File: config.mk
export PLATFORM = sky130hd
export DESIGN_NAME = fetch_unit
export DESIGN_NICKNAME = d
export VERILOG_FILES = /design/src/rtl/fetch_pkg.sv /design/src/rtl/fetch_queue.sv /design/src/rtl/fetch_unit.sv
export SDC_FILE = /design/constraint.sdc
export NUM_CORES = 1
export LEC_CHECK = 0
export BUFFER_PORTS_ARGS = -buffer_cell sky130_fd_sc_hd__buf_2
export CORE_AREA = 2 2 153 155
export CTS_BUF_LIST = sky130_fd_sc_hd__clkbuf_16
export DETAILED_ROUTE_END_ITERATION = 16
export DIE_AREA = 0 0 155 157
export GPL_TIMING_DRIVEN = 0
export PLACE_DENSITY = 0.62
export RECOVER_POWER = 25
export SLEW_MARGIN = 40
export SYNTH_ARGS = -nofsm -noshare
export SYNTH_HDL_FRONTEND = slang
export SYNTH_HIERARCHICAL = 1
export SYNTH_SLANG_ARGS = --single-unit
File: constraint.sdc
create_clock -name CLK -period 9.1 [get_ports CLK]
set_clock_uncertainty 0.2 [all_clocks]
set_input_delay 0 -clock CLK [delete_from_list [all_inputs] [get_ports CLK]]
set_output_delay 0 -clock CLK [all_outputs]
set_load 0.005 [all_outputs]
File: src/rtl/fetch_pkg.sv
// Shared types and defaults for the instruction-fetch stage.
// No logic of its own; the queue and top import it.
package fetch_pkg;

   localparam int FETCH_N = 32;

   localparam logic [FETCH_N-1:0] RESET_PC_DEFAULT = '0;

   typedef struct packed {
      logic [FETCH_N-1:0] pc;
      logic [FETCH_N-1:0] instr;
   } fetch_entry_t;

endpackage

File: src/rtl/fetch_queue.sv
// Prefetch FIFO of {pc, instr}: head visible combinationally, push-to-head one edge.
// Backpressure: pop only when non-empty; a push into a full queue is taken only alongside a pop.
module fetch_queue
   import fetch_pkg::*;
#(
   parameter int  DEPTH   = 2,
   parameter type entry_t = fetch_entry_t
) (
   input  logic                         CLK,
   input  logic                         RST,
   input  logic                         clear_i,
   input  logic                         push_i,
   input  entry_t                       push_data_i,
   input  logic                         pop_i,
   output entry_t                       head_o,
   output logic [$clog2(DEPTH+1)-1:0]   count_o
);

   localparam int PW = $clog2(DEPTH);
   localparam int CW = $clog2(DEPTH+1);
   localparam logic [CW-1:0] FULL = CW'(DEPTH);
   localparam logic [PW-1:0] LAST = PW'(DEPTH-1);

   entry_t          mem_q [DEPTH];
   logic [PW-1:0]   rd_ptr_q, rd_ptr_d;
   logic [PW-1:0]   wr_ptr_q, wr_ptr_d;
   logic [CW-1:0]   count_q, count_d;
   logic            do_push, do_pop;

   assign do_pop  = pop_i && (count_q != '0);
   assign do_push = push_i && ((count_q != FULL) || do_pop);

   always_comb begin
      rd_ptr_d = rd_ptr_q;
      wr_ptr_d = wr_ptr_q;
      count_d  = count_q;
      if (clear_i) begin
         rd_ptr_d = '0;
         wr_ptr_d = '0;
         count_d  = '0;
      end else begin
         if (do_pop) begin
            rd_ptr_d = (rd_ptr_q == LAST) ? '0 : rd_ptr_q + PW'(1);
         end
         if (do_push) begin
            wr_ptr_d = (wr_ptr_q == LAST) ? '0 : wr_ptr_q + PW'(1);
         end
         count_d = count_q + CW'(do_push) - CW'(do_pop);
      end
   end

   always_ff @(posedge CLK) begin
      if (RST) begin
         rd_ptr_q <= '0;
         wr_ptr_q <= '0;
         count_q  <= '0;
      end else begin
         rd_ptr_q <= rd_ptr_d;
         wr_ptr_q <= wr_ptr_d;
         count_q  <= count_d;
      end
   end

   // Storage needs no reset: count_q alone decides what is valid.
   always_ff @(posedge CLK) begin
      if (!RST && !clear_i && do_push) begin
         mem_q[wr_ptr_q] <= push_data_i;
      end
   end

   assign head_o  = mem_q[rd_ptr_q];
   assign count_o = count_q;

endmodule

File: src/rtl/fetch_unit.sv
// Fetch stage: owns the PC, reads a 1-cycle sync imem, queues words for decode (issue-to-valid 2 cycles).
// Backpressure: stall_i holds the head; issue stops once queued + in-flight words fill the queue.
module fetch_unit
   import fetch_pkg::*;
#(
   parameter int             N        = FETCH_N,
   parameter int             ADDR_W   = 12,
   parameter logic [N-1:0]   RESET_PC = N'(RESET_PC_DEFAULT),
   parameter int             QDEPTH   = 2
) (
   input  logic              CLK,
   input  logic              RST,
   input  logic              stall_i,
   input  logic              redirect_i,
   input  logic [N-1:0]      redirect_target_i,
   output logic [ADDR_W-1:0] imem_addr_o,
   output logic              imem_en_o,
   input  logic [N-1:0]      imem_data_i,
   output logic [N-1:0]      instruction_o,
   output logic [N-1:0]      pc_o,
   output logic              valid_o,
   output logic              flush_o
);

   localparam int CW = $clog2(QDEPTH+1);
   localparam int OW = CW + 1;
   localparam logic [OW-1:0] QD = OW'(QDEPTH);

   typedef struct packed {
      logic [N-1:0] pc;
      logic [N-1:0] instr;
   } entry_t;

   logic [N-1:0]  fetch_pc_q, fetch_pc_d;
   logic          epoch_q, epoch_d;
   logic          inflight_q, inflight_d;
   logic [N-1:0]  req_pc_q, req_pc_d;
   logic          req_epoch_q, req_epoch_d;

   logic [CW-1:0] q_count;
   entry_t        q_head;
   entry_t        q_push_data;
   logic          q_push;
   logic          pop;
   logic          issue;
   logic [OW-1:0] occupancy;

   // Reserve a slot for the in-flight word so the queue can never overflow.
   assign valid_o   = ~RST & (q_count != '0);
   assign pop       = valid_o & ~stall_i;
   assign occupancy = {1'b0, q_count} + OW'(inflight_q) - OW'(pop);
   assign issue     = ~RST & ~redirect_i & (occupancy < QD);

   assign imem_en_o   = issue;
   assign imem_addr_o = fetch_pc_q[ADDR_W-1:0];
   assign flush_o     = redirect_i & ~RST;

   // Wrong-path words are recognised by a stale epoch or a same-cycle redirect.
   assign q_push           = inflight_q & (req_epoch_q == epoch_q) & ~redirect_i & ~RST;
   assign q_push_data.pc    = req_pc_q;
   assign q_push_data.instr = imem_data_i;

   always_comb begin
      fetch_pc_d  = fetch_pc_q;
      epoch_d     = epoch_q;
      inflight_d  = issue;
      req_pc_d    = req_pc_q;
      req_epoch_d = req_epoch_q;
      if (redirect_i) begin
         fetch_pc_d = redirect_target_i;
         epoch_d    = ~epoch_q;
      end else if (issue) begin
         fetch_pc_d  = fetch_pc_q + N'(1);
         req_pc_d    = fetch_pc_q;
         req_epoch_d = epoch_q;
      end
   end

   always_ff @(posedge CLK) begin
      if (RST) begin
         fetch_pc_q  <= RESET_PC;
         epoch_q     <= 1'b0;
         inflight_q  <= 1'b0;
         req_pc_q    <= '0;
         req_epoch_q <= 1'b0;
      end else begin
         fetch_pc_q  <= fetch_pc_d;
         epoch_q     <= epoch_d;
         inflight_q  <= inflight_d;
         req_pc_q    <= req_pc_d;
         req_epoch_q <= req_epoch_d;
      end
   end

   fetch_queue #(
      .DEPTH   (QDEPTH),
      .entry_t (entry_t)
   ) u_queue (
      .CLK         (CLK),
      .RST         (RST),
      .clear_i     (redirect_i),
      .push_i      (q_push),
      .push_data_i (q_push_data),
      .pop_i       (pop),
      .head_o      (q_head),
      .count_o     (q_count)
   );

   assign instruction_o = valid_o ? q_head.instr : '0;
   assign pc_o          = valid_o ? q_head.pc    : '0;

endmodule

# Yosys cells after proc, flatten, opt, wreduce, memory -nomap -nowiden
# Memory sizes are Yosys's and may differ from the RTL's. A register that Yosys moved wholly into a read port is not among the register bits.
# Index checks and enable logic that the tools add are counted.
[word_totals]
n_memories = 1
register_bits = 71
in_bits = 68
wordCells = 52
ram_bits = 128
output_inout_bits = 79
[classes]
n_eq_ne = 2
bitwise_logic = 12
muxes = 10
n_lt_le_gt_ge = 1
n_addsub = 7
reduce_logical = 11
[memory_table]
columns = ["name", "words", "width", "rd", "rd_ports_with_merged_regs", "write_ports", "line", "source"]
rows = [
  ["u_queue.mem_q", 2, 64, 1, 1, 1, "fetch_queue.sv:24", "entry_t mem_q [DEPTH];"],
]
[op_table]
columns = ["op", "count"]
rows = [
  ["$mux 32", 4],
  ["$add 32x1->32 const B", 1],
  ["$and 1x1->1", 8],
  ["$mux 1", 6],
  ["$logic_and 1x1->1", 4],
  ["$not 1->1", 4],
  ["$reduce_bool 2->1", 2],
  ["$add 2x1->3", 1],
  ["$lt 3x2->1 const B", 1],
  ["$sub 3x1->3", 1],
  ["$add 1x1->1 const B", 2],
  ["$add 2x1->2", 1],
  ["$logic_not 1->1", 2],
  ["$ne 2x2->1 const B", 1],
  ["$reduce_and 2->1", 1],
  ["$reduce_or 2->1", 1],
  ["$sub 2x1->2", 1],
  ["$eq 1x1->1", 1],
  ["$logic_or 1x1->1", 1],
]

# Depth between registers and ports, before layout
[logic_depth]
depth_word = 9
ltp_mapped = 12
ltp_nobuf = 11

# Cells and area by module
# Netlist, hierarchy kept.
[by_module_without_submodules]
columns = ["module", "cells_each", "n_inst", "seq_area_each_um2", "area_per_inst_um2"]
rows = [
  ["fetch_queue", 223, 1, 3943.8, 5166.2],
  ["fetch_unit", 479, 1, 1341.3, 3724.8],
]

# Worst setup path before layout
# Ideal clock, no wire load.
[synth_path]
path_type = "flip-flop to flip-flop"
from = "reg u_queue.count_q[1] (netlist: u_queue/count_o[1])"
to = "mem u_queue/mem_q[1][0] (netlist name) (enable)"
t_required_ns = 8.235
setup_time_ns = 0.665
period_less_slack_ns = 8.475
setup_slack_ns = 0.625
n_path_buf = 0
t_arrival_ns = 7.610
stages_incl_launch_ff = 5
path_cell_list = "dfxtp_1 -> nor2_1 -> nor3_1 -> o31ai_4 -> nor4b_1"
[synth_between]
elab_chain_cells = 9
word_cells_on_any_way = 10
cone_classes = "1 x eq/ne; 2 x mux; 2 x bitwise; 5 x reduce/logical"
[synth_lines]
columns = ["element", "line", "source"]
rows = [
  ["start: declaration", "fetch_queue.sv:27", "logic [CW-1:0] count_q, count_d;"],
  ["start signal: assignment", "fetch_queue.sv:60", "count_q <= count_d;"],
  ["$reduce_bool 2->1", "fetch_unit.sv:49", "assign valid_o = ~RST & (q_count != '0);"],
  ["$and 1x1->1", "fetch_unit.sv:49", ""],
  ["$and 1x1->1", "fetch_unit.sv:50", "assign pop = valid_o & ~stall_i;"],
  ["named net pop", "fetch_unit.sv:44", "logic pop;"],
  ["$logic_and 1x1->1", "fetch_queue.sv:30", "assign do_pop = pop_i && (count_q != '0);"],
  ["$logic_or 1x1->1", "fetch_queue.sv:31", "assign do_push = push_i && ((count_q != FULL) || do_pop);"],
  ["$logic_and 1x1->1", "fetch_queue.sv:31", ""],
  ["$logic_and 1x1->1", "fetch_queue.sv:66", "if (!RST && !clear_i && do_push) begin"],
  ["$mux 1", "fetch_queue.sv:66", ""],
  ["$mux 1 (implied by the code)", "fetch_queue.sv:67", "mem_q[wr_ptr_q] <= push_data_i;"],
  ["end: declaration", "fetch_queue.sv:24", ""],
]
# The timed path passes the listed nets, and every way through them passes these cells.

# Worst setup path after layout
[layout_path]
from = "in RST"
to = "reg fetch_pc_q[16]"
[layout_between]
elab_chain_cells = 7
word_cells_on_any_way = 8
cone_classes = "1 x add/sub; 1 x order compare; 5 x bitwise; 1 x reduce/logical"
[layout_lines]
columns = ["element", "line", "source"]
rows = [
  ["start: declaration", "fetch_unit.sv:12", "input logic RST,"],
  ["$not 1->1", "fetch_unit.sv:49", ""],
  ["$and 1x1->1", "fetch_unit.sv:49", ""],
  ["$and 1x1->1", "fetch_unit.sv:50", ""],
  ["named net pop", "fetch_unit.sv:44", ""],
  ["$sub 3x1->3", "fetch_unit.sv:51", "assign occupancy = {1'b0, q_count} + OW'(inflight_q) - OW'(pop);"],
  ["$lt 3x2->1", "fetch_unit.sv:52", "assign issue = ~RST & ~redirect_i & (occupancy < QD);"],
  ["$and 1x1->1", "fetch_unit.sv:52", ""],
  ["$reduce_bool 2->1 (no line)", "n/a", ""],
  ["end signal: assignment", "fetch_unit.sv:87", "fetch_pc_q <= fetch_pc_d;"],
  ["end: declaration", "fetch_unit.sv:34", "logic [N-1:0] fetch_pc_q, fetch_pc_d;"],
]
# The timed path passes the listed nets, and every way through them passes these cells.
# A chain may end at the register's enable or synchronous reset.

==> results.md <==
- Outcome: finished clean
- Asr flop ratio synth: 0%
- Die width: 155 um
- Maximum Capacitance Violations: 0
- Post-route minimum period: 4460 ps
- Clock Sinks: 200
- 1st-iter DRT viols: 352
- Synthesized area: 0.008891 mm^2
- Total GRT Usage: 16.81%
- I/O Pins: 147
- Via density: 4.870
- Crit-path leading delay family: buffers and inverters
- Initial core utilization: 39.51%
- Period utilization: 49.01%
- Worst Path Arrival: 4590 ps
- Worst Setup Path Type: in -> reg
- Worst Setup Start Kind: input pin
- Hpwl dp: 14.35 mm
- Clock buffer depth: 2
- Final setup vio count: 0
- DRC viols: 0
- Fill count: 2,003
- Sequential fraction of the synthesis area: 59.44%
- Non-filler cells, final: 1,258
- TritonCTS buffer count: 17
- Worst skew pair latency: 430 ps
- Crit-path max FO: 10
- Slowest stage cell, crit path: dlygate4sd3_1
- Vias after detailed routing: 6,127
- DR pass1 iterations: 5
- Global-route wire length before repair: 31.09 mm
- CTS resizes: 0
- Gate Count Post-Synth: 702
- CP Cell Sequence: dlygate4sd3_1 -> buf_2 -> clkbuf_1 -> clkbuf_1 -> nor3_1 -> ha_1 -> nand2b_1 -> fa_1 -> xnor2_2 -> nand3_1 -> clkbuf_1 -> o311ai_0 -> nand3_1 -> dlygate4sd3_1
- CTS Root Cell: clkbuf_16
- Fmax: 224.2 MHz
- GRT Residual Overflow: 0
- Synth Flop Type: edfxtp_1
- Final Routed Wirelength: 20.22 mm
- Pin count of the biggest net entering global routing: 20
- Number of synthesized flops with an enable pin: 128
- Number of synthesized register bits: 200
- Layout cell share with drive strength beyond 1: 29.19%
- CP bufs+invs: 6
- Routability Congestion: 0.8590
- CP Capture Type: register
- RSZ-0062 raised after global routing: false
- Most frequent CP cell: clkbuf_1
- H-tree levels: 4
- Commonest non-fill, non-tap cell in the layout: buf_2
- Dpl cells: 1,152
- Post-CTS Setup Bufs: 0
- Rel. slew slack: 56.94%
- Die H: 157 um
- Count of yosys warnings during synthesis: 6
- Final net count: 1,033
- Diode count: 0
- Initial antenna violation count: 1
- Routed WL per cell: 16.07 um
- Leak pwr: 4.572 nW
- Worst min path class: in -> reg
- Commonest non-fill, non-tap cells in the layout: 143 x buf_2, 128 x edfxtp_1, 99 x nand2_1, 74 x dlygate4sd3_1
- Final ANT Viol Nets: 0
- Vias in the first global route: 5,879
- Power per cell area: 165.8 mW/mm^2
- Synthesis-to-layout area growth: 28.99%
- Slew at the pin with the worst max-slew slack: 645.9 ps
- TritonCTS clock tree: yes
- Core Region: 0.02250 mm^2
- Avg Inst Size Synth: 12.67 um^2
- Post-route cell area: 0.01147 mm^2
- Fin. max-slew vios: 0
- VDD IR max: 105.4 uV
- Number of core rows: 55
- WP data required: 9230 ps
- Die Area: 0.02434 mm^2
- Hold Vio Cnt, Final: 0
- Area after DPL: 0.01012 mm^2
- Syn nets: 775
- Crit path largest cell delay: 570 ps
- Yosys cell types: 60
- Hold_ws: 91.88 ps
- Buffers on Ports: 146
- Clk pin slew, worst setup/hold paths: 80 ps
## worst reg2reg max path, cell delays in order (launching register included)
cell	delay [ps]
dfxtp_1	470
nor2_1	100
nor3_1	430
ha_1	330
nand2b_1	150
fa_1	410
xnor2_2	220
nand3_1	280
clkbuf_1	340
o311ai_0	380
nand3_1	100
dlygate4sd3_1	570
## cells by family after synthesis
group | Yosys count | share of synthesized area, %
AND/OR/NAND/NOR | 260 | 15.78
flip-flops | 200 | 59.44
AO/OA/AOI/OAI | 82 | 5.798
multiplexers | 68 | 11.10
buffers and inverters | 62 | 4.545
XOR/XNOR | 25 | 2.547
adder cells (fa/ha/maj) | 5 | 0.7881
## state kept, by name, indices dropped and copies added (netlist names), named ones only
signal / flops
inflight_q: 1
u_queue/count_o: 2
epoch_q: 1
u_queue/wr_ptr_q: 1
req_pc_q: 32
req_epoch_q: 1
u_queue/rd_ptr_q: 1
u_queue/mem_q: 128
fetch_pc_q: 32
## repair_timing
item                       CTS  global route
setup endpoints to repair    0             0
hold endpoints to repair   106             0
hold buffers                74             0
## synthesized netlist by cell type (6+ instances only)
cell type	number	share of area [%]
nor3_1	13	0.73
edfxtp_1	128	43
nand2_1	99	4.2
and2_1	72	5.1
clkbuf_1	25	1.1
nor2_1	20	0.84
inv_1	8	0.34
buf_12	6	1.4
xnor2_1	21	2.1
mux2_4	60	10
nand4_1	10	0.70
dfxtp_1	72	16
buf_4	13	1.1
a21oi_1	48	2.7
nand3_1	9	0.51
a211oi_1	6	0.51
## final timing paths
check	start	end	slack [ps]	depth (start not counted)
setup / recovery	RST	fetch_pc_q[16]$_SDFFE_PP0P_	4640	14
hold / removal	imem_data_i[20]	u_queue/mem_q[1][20]$_DFFE_PP_	90	2
setup reg to reg	u_queue/count_o[1]$_SDFF_PP0_	fetch_pc_q[16]$_SDFFE_PP0P_	5010	11
hold reg to reg	req_pc_q[21]$_SDFFE_PP0P_	u_queue/mem_q[0][53]$_DFFE_PP_	250	0
## metrics by stage
stage | total power, mW | utilization [%] | setup WS, ps | TNS, ps
after floorplan | 1.056 | - | 624.5 | 0
after global placement | 1.098 | 44.34 | -4266 | -272490
after detailed placement | 1.100 | 44.98 | 5042 | 0
after CTS | 1.924 | 51.07 | 4728 | 0
after global routing | 1.964 | 50.96 | 4343 | 0
final | 1.901 | 50.96 | 4640 | 0
## power by group
group / internal (mW) / switching, mW / total [mW]
logic: 0.0572 / 0.0517 / 0.109
registers: 0.976 / 0.0179 / 0.994
clock network: 0.447 / 0.351 / 0.798
## metal layers
metal	vias up	GRT usage, %	part of all wire [%]
li1	3004	-	-
met1	2929	21.70	45
met2	171	28.57	49
met3	23	3.194	4.6
met4	0	5.556	1.7
met5	-	0	0
## final cells by class
type	count	area (um^2)	area share [%]
Clock buffer	19	475.5	4.146
Sequential cell	200	5285	46.08
Clock inverter	13	155.1	1.353
Timing Repair Buffer	239	1575	13.74
Inverter	11	41.29	0.3600
Multi-Input combinational cell	440	3216	28.04
Tap cell	285	356.6	3.109
Buffer	51	364.1	3.175
No activity file was read; power rests on OpenSTA's default activity.
